`src/rtl/apb_pkg.sv`:
```
// Shared APB definitions: transfer state encoding, default widths and response status.
// Used by both the requester (apb_master) and the completer (apb_slave).
package apb_pkg;

   typedef enum logic [1:0] {
      IDLE   = 2'd0,
      SETUP  = 2'd1,
      ACCESS = 2'd2
   } apb_state_t;

   typedef enum logic {
      APB_OK      = 1'b0,
      APB_TIMEOUT = 1'b1
   } apb_status_t;

   localparam int DEFAULT_DATA_WIDTH = 8;
   localparam int DEFAULT_ADDR_WIDTH = 4;
   localparam int DEFAULT_TIMEOUT    = 15;

   // Wait counter must hold 0..timeout; timeout is limited to 255, so this never exceeds 8.
   function automatic int cnt_width(input int timeout);
      return $clog2(timeout + 1);
   endfunction

endpackage

```
`src/rtl/apb_wait_timer.sv`:
```
// Counts ACCESS cycles with PREADY low; expired flags the cycle that is the
// TIMEOUT-th consecutive wait state, so the caller can abort on that edge.
module apb_wait_timer
   import apb_pkg::*;
#(
   parameter int TIMEOUT = DEFAULT_TIMEOUT
) (
   input  logic clk,
   input  logic rst,
   input  logic clr,
   input  logic en,
   output logic expired
);

   localparam int            CW   = cnt_width(TIMEOUT);
   localparam logic [CW-1:0] LAST = CW'(TIMEOUT - 1);

   logic [CW-1:0] count;

   // NOTE: sequential state uses non-blocking assignments so every register
   // samples the pre-edge values of its neighbours.
   always_ff @(posedge clk) begin
      if (rst || clr) begin
         count <= '0;
      end else if (en) begin
         count <= count + CW'(1);
      end
   end

   assign expired = en && (count == LAST);

endmodule

```
`src/rtl/apb_master.sv`:
```
// APB requester: takes one command at a time on a valid/ready port, runs it as a
// SETUP/ACCESS transfer, and returns data/status on a one-cycle response strobe.
module apb_master
   import apb_pkg::*;
#(
   parameter int DATA_WIDTH = DEFAULT_DATA_WIDTH,
   parameter int ADDR_WIDTH = DEFAULT_ADDR_WIDTH,
   parameter int TIMEOUT    = DEFAULT_TIMEOUT
) (
   input  logic                  PCLK,
   input  logic                  PRESET,
   input  logic                  cmd_valid,
   output logic                  cmd_ready,
   input  logic                  cmd_write,
   input  logic [ADDR_WIDTH-1:0] cmd_addr,
   input  logic [DATA_WIDTH-1:0] cmd_wdata,
   output logic                  rsp_valid,
   output logic [DATA_WIDTH-1:0] rsp_rdata,
   output logic                  rsp_err,
   output logic                  PSELx,
   output logic                  PENABLE,
   output logic                  PWRITE,
   output logic [ADDR_WIDTH-1:0] PADDR,
   output logic [DATA_WIDTH-1:0] PWDATA,
   input  logic [DATA_WIDTH-1:0] PRDATA,
   input  logic                  PREADY
);

   apb_state_t  state, next_state;
   apb_status_t status;
   logic        accept;
   logic        timer_clr;
   logic        timer_en;
   logic        expired;

   // cmd_ready is low in the first cycle after reset even though state is IDLE.
   assign accept    = (state == IDLE) && cmd_ready && cmd_valid;
   assign timer_clr = (state == SETUP);
   assign timer_en  = (state == ACCESS) && !PREADY;

   apb_wait_timer #(
      .TIMEOUT(TIMEOUT)
   ) u_wait_timer (
      .clk    (PCLK),
      .rst    (PRESET),
      .clr    (timer_clr),
      .en     (timer_en),
      .expired(expired)
   );

   always_ff @(posedge PCLK) begin
      if (PRESET) begin
         state <= IDLE;
      end else begin
         state <= next_state;
      end
   end

   // NOTE: every signal written here gets a default first, so no path leaves it
   // unassigned and no latch is inferred.
   always_comb begin
      next_state = state;
      status     = APB_OK;
      unique case (state)
         IDLE: begin
            if (accept) next_state = SETUP;
         end
         SETUP: begin
            next_state = ACCESS;
         end
         ACCESS: begin
            // A ready slave wins over a timeout landing in the same cycle.
            if (PREADY) begin
               next_state = IDLE;
            end else if (expired) begin
               next_state = IDLE;
               status     = APB_TIMEOUT;
            end
         end
         default: next_state = IDLE;
      endcase
   end

   // Outputs are registered from next_state so they line up with the state they describe.
   always_ff @(posedge PCLK) begin
      if (PRESET) begin
         cmd_ready <= 1'b0;
         rsp_valid <= 1'b0;
         rsp_rdata <= '0;
         rsp_err   <= 1'b0;
         PSELx     <= 1'b0;
         PENABLE   <= 1'b0;
         PWRITE    <= 1'b0;
         PADDR     <= '0;
         PWDATA    <= '0;
      end else begin
         cmd_ready <= (next_state == IDLE);
         PSELx     <= (next_state != IDLE);
         PENABLE   <= (next_state == ACCESS);
         rsp_valid <= 1'b0;
         rsp_err   <= 1'b0;
         rsp_rdata <= '0;
         if (accept) begin
            PWRITE <= cmd_write;
            PADDR  <= cmd_addr;
            PWDATA <= cmd_wdata;
         end
         if ((state == ACCESS) && (next_state == IDLE)) begin
            rsp_valid <= 1'b1;
            rsp_err   <= (status == APB_TIMEOUT);
            if ((status == APB_OK) && !PWRITE) rsp_rdata <= PRDATA;
         end
      end
   end

endmodule

```
`config.mk`:
```
export PLATFORM = sky130hd
export DESIGN_NAME = apb_master
export DESIGN_NICKNAME = d
export VERILOG_FILES = /design/src/rtl/apb_pkg.sv /design/src/rtl/apb_wait_timer.sv /design/src/rtl/apb_master.sv
export SDC_FILE = /design/constraint.sdc
export NUM_CORES = 1
export LEC_CHECK = 0
export ABC_AREA = 1
export BUFFER_PORTS_ARGS = -buffer_cell sky130_fd_sc_hd__buf_2
export CELL_PAD_IN_SITES_DETAIL_PLACEMENT = 1
export CELL_PAD_IN_SITES_GLOBAL_PLACEMENT = 1
export CORE_UTILIZATION = 29
export CTS_CLUSTER_SIZE = 40
export DETAILED_ROUTE_END_ITERATION = 7
export GPL_TIMING_DRIVEN = 0
export PLACE_DENSITY = 0.77
export SYNTH_ARGS = -nofsm -noshare
export SYNTH_HDL_FRONTEND = slang
export SYNTH_SLANG_ARGS = --single-unit
```
`constraint.sdc`:
```
create_clock -name PCLK -period 1.21 [get_ports PCLK]
set_input_delay 0.1815 -clock PCLK [delete_from_list [all_inputs] [get_ports PCLK]]
set_output_delay 0.1815 -clock PCLK [all_outputs]
set_load 0.01 [all_outputs]
```
==> impl_metrics.tcl <==
set metrics [dict create \
    worst-endpoint-required_ns 1.39 \
    die-area_sq_um 4240 \
    wire_per_inst_microns 12.6 \
    dp.cells 235 \
    ys_ff_latch 32 \
    fp.dieW_microns 65.1 \
    swShare_pct 24.7 \
    dp_hpwl_microns 2090 \
    avgSynthCellArea_sq_um 8.44 \
    synth.distinct_cells 20 \
    p_leak_uw 0.000828 \
    synth_cells 137 \
    period_share_pct 98.3 \
    criticalPathCategory "reg -> reg" \
    hold_class "in -> reg" \
    drc_errors 0 \
    syn-num-nets 164 \
    setup_viol 0 \
    cts-root-buf "clkbuf_8" \
    rr_worst_depth 6 \
    area_delta_synth_final_pct 48.5 \
    crit_fanout 8 \
    antenna_found_initial 0 \
    diodes 0 \
    irDropWorstVdd_mv 0.430 \
    pwr-share-clk_pct 38.7 \
    fin_cells 248 \
    maxSlewHeadroom_pct 76.7 \
    h-tree-depth 2 \
    seq_power_share_pct 49.2 \
    fin_skew_ns 0.00206 \
    p_switching_uw 567 \
    clock_latency_ns 0.28 \
    worst_setup_path_start_kind "register" \
    core_area_sq_um 3740 \
    hold_viol_final 0 \
    grt_pass1_wl_microns 5160 \
    ys_warn_count 0 \
    cts_tree "yes" \
    synth-seq-area-share_pct 55.4 \
    fmax_ghz 0.841 \
    first_global_vias 1166 \
    vias 1106 \
    max_cap_viol_count 0 \
    grt_usage_pct 16.6 \
    wl_microns 3130 \
    drt_iter0_drc 45 \
    final-max-slew-violation-count 0 \
    grt_max_degree 11 \
    fin_setup_tns_ns 0 \
    first_pass_iters 3 \
    grt-ovfl-total 0 \
    end_kind "register" \
    clk_pin_slew_ns 0.06 \
    final_net_count 227 \
    die_y_microns 65.1 \
    status "finished, final reports clean" \
    final_util_pct 45.9 \
    p_per_area_nw_per_um2 1340 \
    finalCriticalPeriod_ns 1.19 \
    pwr-share-comb_pct 12.2 \
    clockBufferDepth 2 \
    drive_gt1_share_pct 44.5 \
    cts_buffers 5 \
    intPower_uw 1730 \
    holdPathStages 3 \
    io_buffers 50 \
    netlist_area_sq_um 1160 \
    io_pins 51 \
    critical_path_arrival_ns 1.37 \
    ant_nets 0 \
    post_drt_via_cell_ratio 4.46 \
    initial_core_util_pct 30.9 \
    grt_setup_unrepaired "yes" \
    rows 22 \
    worst_pin_slew_ns 0.350 \
    clock_sinks 32 \
    globalplace.congestion 0.730 \
    power_uw 2290 \
]
==> what timing repair did <==
item,CTS,global route
setup buffers,4,1
setup endpoints to repair,19,19
resized for setup,15,16
pin swaps,3,1
gates cloned,1,0
hold buffers,0,0
==> cells by family (layout without fill, tap and decap cells) <==
family / Yosys count / in the layout / share of synthesized area (%)
AOI/OAI and AO/OA: 22 / 22 / 9.85
adders and majority gates: 2 / 2 / 2.16
buffers and inverters: 22 / 84 / 7.90
DFF: 32 / 32 / 55.4
and+or+nand+nor: 59 / 60 / 24.7
==> state kept, by name, summed over array words and instances, names as in the netlist, 2 cells and up <==
register            count
rsp_rdata               8
PWDATA                  8
u_wait_timer.count      4
PADDR                   4
state                   2
==> power by group through the flow <==
stage               Clock, uW  Combinational (uW)  Sequential, uW
CTS                       911                 272            1130
global placement            0                 241            1150
global route              961                 312            1130
finish                    886                 280            1130
floorplan                   0                 111            1170
detailed placement          0                 247            1150
==> final cells by class <==
class	count	area (sq um)
Sequential cell	32	643
Timing Repair Buffer	55	288
Inverter	19	73.8
Fill cell	473	2030
Buffer	3	22.5
Multi-Input combinational cell	84	533
Clock buffer	7	96.3
Tap cell	48	60.1
==> layout by cell type (no fill, tap or decap) <==
master	n
buf_2	50
dfxtp_1	30
nor2_1	28
inv_1	17
o21ai_0	8
nand2_1	8
nor3_2	8
clkbuf_8	7
buf_4	6
o21ai_1	6
a21oi_1	6
nand2_2	3
nand3_4	2
nor2_2	2
nand4_4	2
nand3b_1	2
nor3_1	2
dfxtp_2	2
inv_4	1
nand3_2	1
inv_2	1
buf_6	1
clkbuf_1	1
nand2_4	1
a31oi_1	1
nor2_4	1
o21bai_1	1
ha_4	1
ha_1	1
==> stage by stage <==
step | area, sq um | setup WS, ns | hold WS (ns)
finish | 1720 | 0.0205 | 0.125
global route | 1720 | -0.0405 | 0.128
CTS | 1660 | 0.00234 | 0.109
detailed placement | 1470 | -0.154 | 0.394
global placement | 1470 | -0.113 | 0.405
floorplan | 1160 | 0.0509 | 0.251
==> worst paths after layout <==
check,start,endpoint,slack (ns)
setup / recovery,u_wait_timer.count[0]$_SDFFE_PP0P_,rsp_rdata[7]$_SDFF_PP0_,0.02
hold / removal,PRDATA[0],rsp_rdata[0]$_SDFF_PP0_,0.12
setup reg to reg,u_wait_timer.count[0]$_SDFFE_PP0P_,rsp_rdata[7]$_SDFF_PP0_,0.02
hold reg to reg,PADDR[1]$_SDFFE_PP0P_,PADDR[1]$_SDFFE_PP0P_,0.48
==> worst max-delay path, cell delays in order (launching register included) <==
cell      delay [ns]
dfxtp_2         0.34
inv_4           0.06
ha_4            0.13
nand3_4         0.08
nand3b_1        0.23
nand2_4         0.18
nor3_2          0.06
==> cell usage after synthesis, drive strengths merged <==
library cell / count / area share (%)
dfxtp: 32 / 55
ha: 2 / 2.2
a31oi: 1 / 0.54
nand4: 1 / 1.8
a21oi: 6 / 2.6
nor3: 10 / 4.3
buf: 1 / 0.97
clkbuf: 2 / 0.76
o21ai: 14 / 6.1
inv: 19 / 6.2
nand3b: 2 / 1.3
o21bai: 1 / 0.65
nand2: 12 / 4.3
nor2: 31 / 11
nand3: 3 / 2.2
==> per-layer routing <==
layer,global-route usage (%),up-vias,part of all wire [%]
li1,-,559,-
met1,17.9,511,41
met2,28.4,27,51
met3,4.17,9,4.2
met4,11.7,0,3.4
met5,0,-,0
No activity file was read; power rests on OpenSTA's default activity.
